**src/rtl/mips_fetch_unit.sv**
```systemverilog
// mips_fetch_unit
// Instruction fetch stage driving bus 0 of the dual-port memory and feeding
// decode. Issues sequential word-aligned fetches, hides the memory's
// one-cycle read latency behind a 2-entry instruction queue, and handles
// decode backpressure and branch/jump redirects.
//
// Ports:
//   clk            rising-edge clock
//   rstb           asynchronous active-low reset
//   mem_addr       memory bus 0 address (combinational from PC / redirect)
//   mem_wr_ena     always 0, this stage never writes
//   mem_din        always 0
//   mem_rdata      memory read data, valid one cycle after the address
//   redirect_valid one-cycle pulse restarting fetch at redirect_pc
//   redirect_pc    redirect target (misaligned targets are aligned down)
//   inst_valid     queue head holds a valid instruction
//   inst           instruction at queue head
//   inst_pc        address of inst
//   inst_ready     decode accepts the head this cycle
//   fetch_error    sticky flag, set by a misaligned redirect
module mips_fetch_unit #(
  parameter int             N        = 32,
  parameter logic [N-1:0]   RESET_PC = 32'h4000_0000,
  parameter int             Q_DEPTH  = 2
) (
  input  logic         clk,
  input  logic         rstb,
  output logic [N-1:0] mem_addr,
  output logic         mem_wr_ena,
  output logic [N-1:0] mem_din,
  input  logic [N-1:0] mem_rdata,
  input  logic         redirect_valid,
  input  logic [N-1:0] redirect_pc,
  output logic         inst_valid,
  output logic [N-1:0] inst,
  output logic [N-1:0] inst_pc,
  input  logic         inst_ready,
  output logic         fetch_error
);

  localparam logic [1:0] DEPTH = 2'(Q_DEPTH);

  logic [N-1:0] fetch_pc;
  logic         inf_v;
  logic [N-1:0] inf_pc;
  logic         inf_sq;
  logic [1:0]   count;

  // Queue is a two-stage shift register: head feeds decode directly so
  // inst/inst_pc come straight from flops.
  logic [N-1:0] head_inst;
  logic [N-1:0] head_pc;
  logic [N-1:0] tail_inst;
  logic [N-1:0] tail_pc;

  logic         pop;
  logic         wr;
  logic         issue;
  logic [1:0]   occ;
  logic [1:0]   after_pop;

  assign mem_wr_ena = 1'b0;
  assign mem_din    = '0;
  assign inst_valid = (count != 2'd0);
  assign inst       = head_inst;
  assign inst_pc    = head_pc;

  // Issue only when queue plus the in-flight return still fits after this
  // cycle's pop; this is what makes queue overflow impossible. A redirect
  // flushes everything, so it always issues.
  always_comb begin
    pop       = inst_valid & inst_ready;
    wr        = inf_v & ~inf_sq & ~redirect_valid;
    occ       = count + {1'b0, inf_v} - {1'b0, pop};
    after_pop = count - {1'b0, pop};
    issue     = redirect_valid | (occ < DEPTH);
    mem_addr  = redirect_valid ? {redirect_pc[N-1:2], 2'b00} : fetch_pc;
  end

  // Fetch PC, in-flight tracking, queue update and sticky error flag.
  // The returning word lands in the first free slot after the pop, so a
  // simultaneous pop and write leaves count unchanged. inf_sq is cleared on
  // every redirect because a redirect discards the return arriving in its
  // own cycle directly rather than marking it for later.
  always_ff @(posedge clk or negedge rstb) begin
    if (!rstb) begin
      fetch_pc    <= RESET_PC;
      inf_v       <= 1'b0;
      inf_pc      <= '0;
      inf_sq      <= 1'b0;
      count       <= 2'd0;
      head_inst   <= '0;
      head_pc     <= '0;
      tail_inst   <= '0;
      tail_pc     <= '0;
      fetch_error <= 1'b0;
    end else begin
      if (issue) begin
        inf_v    <= 1'b1;
        inf_pc   <= mem_addr;
        fetch_pc <= mem_addr + N'(4);
      end else begin
        inf_v    <= 1'b0;
      end

      if (redirect_valid) begin
        inf_sq <= 1'b0;
      end

      if (redirect_valid && (redirect_pc[1:0] != 2'b00)) begin
        fetch_error <= 1'b1;
      end

      if (pop) begin
        head_inst <= tail_inst;
        head_pc   <= tail_pc;
      end

      if (wr) begin
        if (after_pop == 2'd0) begin
          head_inst <= mem_rdata;
          head_pc   <= inf_pc;
        end else begin
          tail_inst <= mem_rdata;
          tail_pc   <= inf_pc;
        end
      end

      if (redirect_valid) begin
        count <= 2'd0;
      end else begin
        count <= after_pop + {1'b0, wr};
      end
    end
  end

`ifndef SYNTHESIS
  // A write into a queue that is still full after the pop means the issue
  // rule has been broken somewhere.
  always @(posedge clk) begin
    if (rstb) begin
      assert (!(wr && (after_pop >= DEPTH)));
    end
  end
`endif

endmodule
```
**config.mk**
```make
export PLATFORM = sky130hd
export DESIGN_NAME = mips_fetch_unit
export DESIGN_NICKNAME = d
export VERILOG_FILES = /design/src/rtl/mips_fetch_unit.sv
export SDC_FILE = /design/constraint.sdc
export NUM_CORES = 1
export LEC_CHECK = 0
export CAP_MARGIN = 20
export CORE_MARGIN = 10
export CORE_UTILIZATION = 45
export CTS_CLUSTER_SIZE = 14
export DETAILED_ROUTE_END_ITERATION = 8
export GPL_TIMING_DRIVEN = 0
export MAX_ROUTING_LAYER = met4
export PLACE_DENSITY = 0.72
export SLEW_MARGIN = 20
export SYNTH_ARGS = -nofsm -noshare
export SYNTH_HDL_FRONTEND = slang
export SYNTH_SLANG_ARGS = --single-unit
```
**constraint.sdc**
```tcl
create_clock -name clk -period 5.2 [get_ports clk]
set_clock_uncertainty 0.2 [all_clocks]
set_input_delay 1.04 -clock clk [delete_from_list [all_inputs] [get_ports clk]]
set_output_delay 1.04 -clock clk [all_outputs]
set_load 0.02 [all_outputs]
```
### After elaboration in Yosys (flattened, before gate mapping)

Cells that the tools add are included.

| word-level totals | value |
|---|---|
| word-level logic and storage cells | 34 |
| bits in writable memories | 0 |
| flip-flop bits (word level) | 196 |
| memories kept | 0 |
| input bits | 68 |
| bits in read-only memories | 0 |
| bits in latches | 0 |

| operators by class | value |
|---|---|
| equal/unequal tests | 0 |
| div/mod/pow operators | 0 |
| $mul | 0 |
| $add $sub $neg | 5 |
| $lt $le $gt $ge | 1 |
| multiplexer cells | 9 |
| reductions and logical operators | 5 |
| bitwise operators | 5 |
| shifts and indexed selects | 0 |

Operator list:

| operator | number |
|---|---|
| 2-to-1 mux 32 bit | 7 |
| adder 32 x 3 -> 32 bit, second input constant | 1 |
| adder 2 x 1 -> 2 bit | 2 |
| nonzero test 2 bit | 2 |
| subtractor 2 x 1 -> 2 bit | 2 |
| AND 1 bit | 2 |
| zero test 2 bit | 1 |
| < comparator 2 bit, second input constant | 1 |
| 2-to-1 mux 2 bit | 1 |
| inverter 1 bit | 2 |
| AND reduction 2 bit | 1 |
| logical AND 1 bit | 1 |
| 2-to-1 mux 1 bit | 1 |
| bitwise OR 1 bit | 1 |

### Longest topological paths before layout

Gate-level depths: netlist of run 1.

| depth | value |
|---|---|
| word-level depth | 6 |
| mapped depth | 11 |
| depth with buffers taken out | 7 |

### Worst setup path after synthesis of run 1

Ideal clock, no wire load.

| timing | value |
|---|---|
| kind | input -> output |
| start point | input port redirect_valid |
| end point | output port mem_addr[11] |
| path slack | 1.682 ns |
| arrival time | 2.278 ns |
| stages | 6 |
| data required time | 3.960 ns |
| cells stage by stage | buf_6 -> buf_6 -> buf_2 -> buf_1 -> mux2i_1 -> inv_1 |

| on the way | value |
|---|---|
| longest elaborated chain between the ends | 1 |

RTL lines:

| what | RTL line | source |
|---|---|---|
| start, declared | 32 | `input logic redirect_valid,` |
| 2-to-1 mux 32 bit | 77 | `mem_addr = redirect_valid ? {redirect_pc[N-1:2], 2'b00} : fetch_pc;` |
| end, declared | 28 | `output logic [N-1:0] mem_addr,` |

Every way passes these cells.

### Worst setup path after layout of run 1

| timing | value |
|---|---|
| start point | input port redirect_valid |
| end point | output port mem_addr[13] |

The elaborated chain is that of the path after synthesis.

==> results by group, run 1 <==
Route
  • Post-DR vias/cell: approximately 5
  • Initial DRC Count: around 500
  • First-pass iteration count of the detailed router: 5
  • Routed WL: around 24 mm
  • Vias after detailed routing: between 6,000 and 7,000
  • Antenna viol nets, final: 0
  • Post-route DRC: 0
  • WL/cell: 17.8 um

Critical path
  • CP startpoint kind: input pin
  • CP arrival: between 3 and 4 ns
  • Endpoint type of the worst setup path: primary output
  • Crit path max-delay family: buffers and inverters
  • Slowest cell on crit path: clkdlybuf4s50_1
  • R2R setup slack: around 2.5 ns
  • Reg2reg start: fetch_pc[10]
  • Worst Path Max Fanout: 10
  • Cell Chain, Critical Path: clkdlybuf4s50_1 -> buf_6 -> buf_6 -> buf_2 -> buf_2 -> mux2i_1 -> inv_1 -> clkdlybuf4s50_1
  • Worst r2r path cells: 5
  • CP max stage delay: roughly 0.63 ns
  • R2R Path End: fetch_pc[30]
  • CP Class: in2out
  • WP data required: between 3 and 4 ns
  • Critical path buffers and inverters: 7

Power and ir drop
  • Clk pwr share: 28.0%
  • Leak pwr: around 0.0055 uW
  • Comb power frac: between 20 and 30%
  • Maximum vdd drop: around 0.22 mV
  • Switching Fraction: 31.2%
  • NetSw: 1550 uW
  • Internal power: ~3400 uW
  • PwrDens: 416 mW/mm^2
  • Sequential group share of total power: a little over two fifths

Synth
  • Sequential area share after synthesis: 53.1%
  • Yosys top cell area share: between 50 and 60%
  • Netlist cell types: 55
  • Synth warn: 0
  • Largest cells by area after synthesis: dfrtp_1 53%, mux2_2 9.7%, mux2i_1 8.3%, nand2_1 3.9%, nor2_1 3.3%
  • Mapped cell area: between 0.009 and 0.01 sq mm
  • Synth Flop Type: dfrtp_1
  • Yosys top cell by area: dfrtp_1
  • Avg Cell Area, Syn: 10.7 sq um
  • Post-synthesis cell count: between 800 and 900
  • Count leader, synth: dfrtp_1
  • Post-synth EDFFs: 0
  • FF+latch count, synth: roughly 190
  • Top cells by count, synth: 193 x dfrtp_1, 96 x nand2_1, 81 x nor2_1
  • Async S/R FF share, synth: 100%

Finish
  • Fin area: around 0.012 sq mm
  • Diodes inserted: 0
  • Nets: ~1,100
  • Layout cells sized above 1: 15.8%
  • Area grow syn2layout: 30.6%

Die
  • Num rows: 52
  • Die width: 163 um
  • Initial Utilization: approximately 45%
  • IO Pins: between 150 and 200
  • DIE AREA: about 0.026 sq mm
  • Core area: approximately 0.02 sq mm
  • Die Ht: between 150 and 200 um

Place
  • Post-DP HPWL: roughly 18 mm
  • Port Buffers: ~170
  • Dpl cell area: between 0.01 and 0.015 sq mm
  • RePlAce Congestion: between 0.8 and 0.9

Clock network
  • Clock Sinks: 194
  • Clk pin slew, worst setup/hold paths: approximately 0.07 ns
  • CTS tree: built
  • # hold bufs at CTS: 0
  • Clk Latency, worst-skew pair: roughly 0.43 ns
  • Clock tree buffer depth: 2
  • H-tree depth: 4
  • Clock root buffer: clkbuf_16
  • Clock buffer count from CTS: 17

Global routing
  • First-pass GRT wire length: 38.1 mm
  • Grt ovf: 0
  • Largest net degree at the start of global routing: 75
  • Initial antenna violation count: 0
  • Total global-route track usage: a little under a fifth
  • Vias in the first global route: 6,905

Min path
  • End of the worst hold path: fetch_error
  • Hold path startpoint: fetch_error
  • Worst hold path type: reg2reg
  • Cells on Worst Hold Path: 1

Run status
  • Status: finished, final reports clean

STA
  • Final hold violation count: 0
  • Final period utilization: between 90% and 100%
  • Unrepaired setup endpoints after global routing: false
  • Min Tclk post-route: 5.05 ns
  • Max-slew violations: 0
  • Final setup violation count: 0
  • Worst slew pin tran: 1.09 ns
  • Max Fclk: 198 MHz
  • Max_slew headroom: 27.1%
  • Setup TNS: 0 ns

Job
  • Max-cap violations: 0
-- per-stage QoR --
stage          power, uW  cells  utilization, %  setup slack (ns)  hold slack, ns
6_report            4960   1355            59.4             0.153           0.277
5_1_grt             5220   1355            59.4             0.119           0.295
4_1_cts             5010   1355            59.4           0.00868           0.277
3_5_place_dp        3620   1323            56.3            0.0306           0.261
3_3_place_gp        3560   1321            56.0             -5.38           0.252
2_1_floorplan       2970    886               -              1.68           0.240
-- what timing repair did --
| action | in CTS | in global routing |
|---|---|---|
| resized for setup | 0 | 1 |
| endpoints found under the setup margin | 0 | 2 |
| buffers inserted | 0 | 0 |
-- flip-flops by register name (all words and copies together) (netlist names) --
signal	count
inf_pc	30
inst_pc	32
inst	32
inf_v	1
fetch_pc	32
tail_pc	32
fetch_error	1
tail_inst	32
count	2
-- how the worst max path moves through the flow --
stage                     slack, ns      endpoint  cells past startpoint            from
after CTS                     0.009  mem_addr[18]                      8  redirect_valid
after floorplan                1.68  mem_addr[11]                      6  redirect_valid
after global placement        -5.38  fetch_pc[31]                      1            rstb
after global routing           0.12  mem_addr[13]                      8  redirect_valid
after detailed placement       0.03  mem_addr[18]                      8  redirect_valid
final                          0.15  mem_addr[13]                      8  redirect_valid
-- kinds of logic (layout without fill, tap and decap cells) --
kind of cell / count (synthesis) / in the layout / synth area share, %
other: 1 / 33 / 0.0410
AO/OA/AOI/OAI: 138 / 138 / 8.64
XOR/XNOR: 15 / 15 / 1.44
adder cells (fa/ha/maj): 2 / 2 / 0.274
AND/OR/NAND/NOR: 249 / 249 / 12.7
buffers and inverters: 100 / 299 / 5.76
flip-flops: 194 / 194 / 53.1
multiplexers: 155 / 155 / 18.1
-- cell usage in the layout (no fill, tap or decap), types with 4 or more instances in the layout --
master           netlist  final
o21ai_0               54     54
buf_2                 10     10
nand3b_1               4      4
buf_1                  6      5
mux2_2                79     79
clkdlybuf4s50_1        0    164
nor3_1                 5      5
xnor2_1                8      8
nor4_1                 5      5
conb_1                 1     33
nor2_1                81     81
nand3_1               10     10
clkbuf_1              33     33
and3_1                 6      6
a21oi_1               33     33
buf_4                 33     33
o31ai_1                8      8
mux2i_1               76     76
o21ai_1               17     16
nand2_1               96     96
dfrtp_1              193    193
xor2_1                 7      7
clkbuf_16              0     17
a21o_1                 4      4
nor2b_1                9      9
clkinv_4               0      4
inv_1                 15     15
a31oi_1                5      5
inv_6                  0      4
nand4_1               12     12
-- worst register-to-register path, delay by kind of cell (launching register included) --
family	cells	cell delay, ns
AO/OA/AOI/OAI	3	1.53
flip-flops	1	0.45
AND/OR/NAND/NOR	2	0.44
-- power by group through the flow --
stage	combinational, uW	sequential, uW	clock [uW]
detailed placement	1410	2200	0
floorplan	689	2280	0
finish	1400	2170	1390
global route	1520	2220	1480
CTS	1420	2170	1420
global placement	1380	2180	0
-- cell type report --
| type | count | area (sq um) |
|---|---|---|
| Buffer | 84 | 468 |
| Clock buffer | 19 | 453 |
| Clock inverter | 13 | 173 |
| Fill cell | 1678 | 8160 |
| Inverter | 16 | 60.1 |
| Multi-Input combinational cell | 592 | 3880 |
| Sequential cell | 194 | 4860 |
| Tap cell | 270 | 338 |
| Timing Repair Buffer | 167 | 1710 |
-- routing by layer --
layer | up-vias | GRT usage [%] | share of wire [%] | wire length [um]
met5 | - | - | 0 | 0
met4 | 0 | 5.21 | 1.2 | 288
met3 | 18 | 3.77 | 6.2 | 1500
met2 | 250 | 28.0 | 45 | 11000
met1 | 3357 | 24.7 | 47 | 11400
li1 | 3345 | - | - | -
No activity file was read; power rests on OpenSTA's default activity.
==> run 2: changes to the inputs <==
--- a/config.mk
+++ b/config.mk
@@ -10,6 +10,7 @@
 export CORE_UTILIZATION = 45
 export CTS_CLUSTER_SIZE = 14
 export DETAILED_ROUTE_END_ITERATION = 8
+export GPL_ROUTABILITY_DRIVEN = 0
 export GPL_TIMING_DRIVEN = 0
 export MAX_ROUTING_LAYER = met4
 export PLACE_DENSITY = 0.72
==> constraint.sdc (replaced) <==
create_clock -name clk -period 5.2 [get_ports clk]
set_clock_uncertainty 0.2 [all_clocks]
set_input_delay 1.04 -clock clk [delete_from_list [all_inputs] [get_ports clk]]
set_output_delay 1.04 -clock clk [all_outputs]
set_load 0.005 [all_outputs]
==> results of run 2 <==
Same layout as run 1 (identical final DEF). Status: finished, final reports clean.
Main changes from that run: setup slack after placement 0.0306 ns -> 0.122 ns; setup slack after layout 0.153 ns -> 0.243 ns; total power 4960 uW -> 4760 uW; worst IR drop on VDD 0.223 mV -> 0.222 mV
==> run 3: changes to the inputs <==
--- a/config.mk
+++ b/config.mk
@@ -5,7 +5,7 @@
 export SDC_FILE = /design/constraint.sdc
 export NUM_CORES = 1
 export LEC_CHECK = 0
-export CAP_MARGIN = 20
+export CAP_MARGIN = 15
 export CORE_MARGIN = 10
 export CORE_UTILIZATION = 45
 export CTS_CLUSTER_SIZE = 14
@@ -14,6 +14,7 @@
 export GPL_TIMING_DRIVEN = 0
 export MAX_ROUTING_LAYER = met4
 export PLACE_DENSITY = 0.72
+export SETUP_SLACK_MARGIN = 0.5
 export SLEW_MARGIN = 20
 export SYNTH_ARGS = -nofsm -noshare
 export SYNTH_HDL_FRONTEND = slang
==> results by group, run 3 (synthesized netlist as in run 1, its figures left out) <==
Power and ir drop
  • Leak pwr: 0.00554 uW (+0.13%)
  • Maximum vdd drop: around 0.22 mV
  • PwrDens: between 300 and 400 mW/mm^2

Route
  • WL/cell: 17.9 um (+0.23%)
  • Routed WL: 24.2 mm (+0.31%)
  • Post-DR vias/cell: 5.17 (+0.53%)
  • Antenna viol nets, final: 0 (unchanged)
  • Vias after detailed routing: 7,012 (+0.60%)
  • Post-route DRC: 0 (unchanged)
  • Initial DRC Count: 498 (-0.20%)
  • First-pass iteration count of the detailed router: 5 (unchanged)

Finish
  • Area grow syn2layout: 31.0%
  • Nets: 1,143 (+0.088%)
  • Layout cells sized above 1: 16.2% (+0.45 points)
  • Diodes inserted: 0 (unchanged)
  • Commonest cells after routing, fill and taps aside: 193 x dfrtp_1, 164 x clkdlybuf4s50_1, 96 x nand2_1
  • Most common cell after layout, fill and taps aside: dfrtp_1
  • Fin area: 0.0120 sq mm (+0.28%)
  • Final non-filler cell total: 1,356 (+0.074%)

STA
  • Final hold violation count: 0 (unchanged)
  • PnR worst setup slack: 0.544 ns
  • Final setup violation count: 0 (unchanged)
  • Post-route worst hold slack: 0.279 ns (+0.00185 ns)
  • Final period utilization: between 80% and 90%
  • Worst slew pin tran: 1.04 ns (-0.0579 ns)
  • Min Tclk post-route: roughly 4.7 ns
  • Max Fclk: 215 MHz
  • Max_slew headroom: 30.9% (+3.9 points)
  • Unrepaired setup endpoints after global routing: false
  • Setup TNS: 0 ns (unchanged)
  • Max-slew violations: 0 (unchanged)

Clock network
  • Clock buffer count from CTS: 17 (unchanged)
  • Clock tree buffer depth: 2 (unchanged)
  • # Post-CTS Setup Buffers: 0 (unchanged)
  • CTS tree: built
  • Cts repair resizes: 8 (+8)
  • Clock Sinks: 194 (unchanged)
  • # hold bufs at CTS: 0 (unchanged)
  • Clock root buffer: clkbuf_16
  • Clk Latency, worst-skew pair: 0.44 ns (about the same)
  • Clk pin slew, worst setup/hold paths: 0.07 ns (about the same)
  • H-tree depth: 4 (unchanged)

Global routing
  • Largest net degree at the start of global routing: 75 (unchanged)
  • Total global-route track usage: 18.5% (about the same)
  • Initial antenna violation count: 0 (unchanged)
  • Vias in the first global route: 6,926 (+0.30%)
  • Grt ovf: 0 (unchanged)
  • First-pass GRT wire length: 38.1 mm (+0.11%)

Die
  • Die width: 163 um (unchanged)
  • Num rows: 52 (unchanged)
  • IO Pins: 199 (unchanged)
  • Die Ht: 163 um (unchanged)
  • DIE AREA: 0.0264 sq mm (unchanged)
  • Initial Utilization: 45.5% (unchanged)
  • Core area: 0.0201 sq mm (unchanged)

Place
  • Post-DP HPWL: 17.7 mm (unchanged)
  • Port Buffers: 165 (unchanged)
  • Inst Count DP: 1,323 (unchanged)
  • Dpl cell area: 0.0113 sq mm (unchanged)
  • Pre-CTS setup slack: 0.122 ns

Min path
  • Cells on Worst Hold Path: 1 (unchanged)
  • Hold path startpoint: fetch_error
  • Worst hold path type: reg2reg
  • End of the worst hold path: fetch_error

Critical path
  • Worst Path Max Fanout: 10 (unchanged)
  • Cell Chain, Critical Path: clkdlybuf4s50_1 -> buf_6 -> buf_6 -> buf_4 -> buf_4 -> mux2_2 -> clkdlybuf4s50_1
  • Reg2reg start: inf_v
  • WP data required: 3.96 ns (about the same)
  • R2R setup slack: 2.51 ns (about the same)
  • Slowest cell on crit path: clkdlybuf4s50_1
  • CP Class: in2out
  • CP arrival: between 3 and 4 ns
  • CP max stage delay: 0.63 ns (about the same)
  • Worst r2r path cells: 7 (+2)
  • CP startpoint kind: input pin
  • Endpoint type of the worst setup path: primary output
  • R2R Path End: inst[25]

Job
  • Max-cap violations: 0 (unchanged)

Run status
  • Status: finished, final reports clean
-- run 3: area by class of cell --
type                       count  area, sq um
fill                        1674         8130
sequential                   194         4860
multi-input combinational    592         3900
timing repair buffer         168         1720
buffer                        84          477
clock buffer                  19          453
tap                          270          338
clock inverter                13          173
inverter                      16         60.1
-- run 3: where the power goes --
| part | total, uW | internal (uW) | switching, uW |
|---|---|---|---|
| registers | 2170 | 1930 | 246 |
| logic | 1210 | 697 | 509 |
| clock network | 1390 | 792 | 600 |
| total | 4770 | 3420 | 1350 |
-- run 3: how the worst max path moves through the flow --
stage,start,end,slack (ns),depth (start not counted)
after CTS,redirect_valid,mem_addr[13],0.55,8
after detailed placement,redirect_valid,mem_addr[18],0.12,8
after global routing,redirect_valid,mem_addr[24],0.51,7
final,redirect_valid,mem_addr[24],0.54,7
after global placement,rstb,fetch_pc[31],-5.38,1
after floorplan,redirect_valid,mem_addr[2],1.76,5
-- run 3: metal layers --
layer	up-vias	wire, um	track usage, %	share of wire [%]
met4	0	357	5.42	1.5
met3	24	1570	3.79	6.5
met2	260	10900	28.0	45
li1	3342	-	-	-
met1	3386	11400	24.6	47
met5	-	0	-	0
-- run 3: metrics by stage --
step | total power (uW) | utilization (%)
after detailed placement | 3420 | 56.3
final | 4770 | 59.6
after global placement | 3360 | 56.0
after floorplan | 2780 | -
after global routing | 5030 | 59.6
after CTS | 4820 | 59.5
-- run 3: critical path, delay by kind of cell --
kind / cells / cell delay [ns]
buffers and inverters: 6 / 1.96
multiplexers: 1 / 0.42
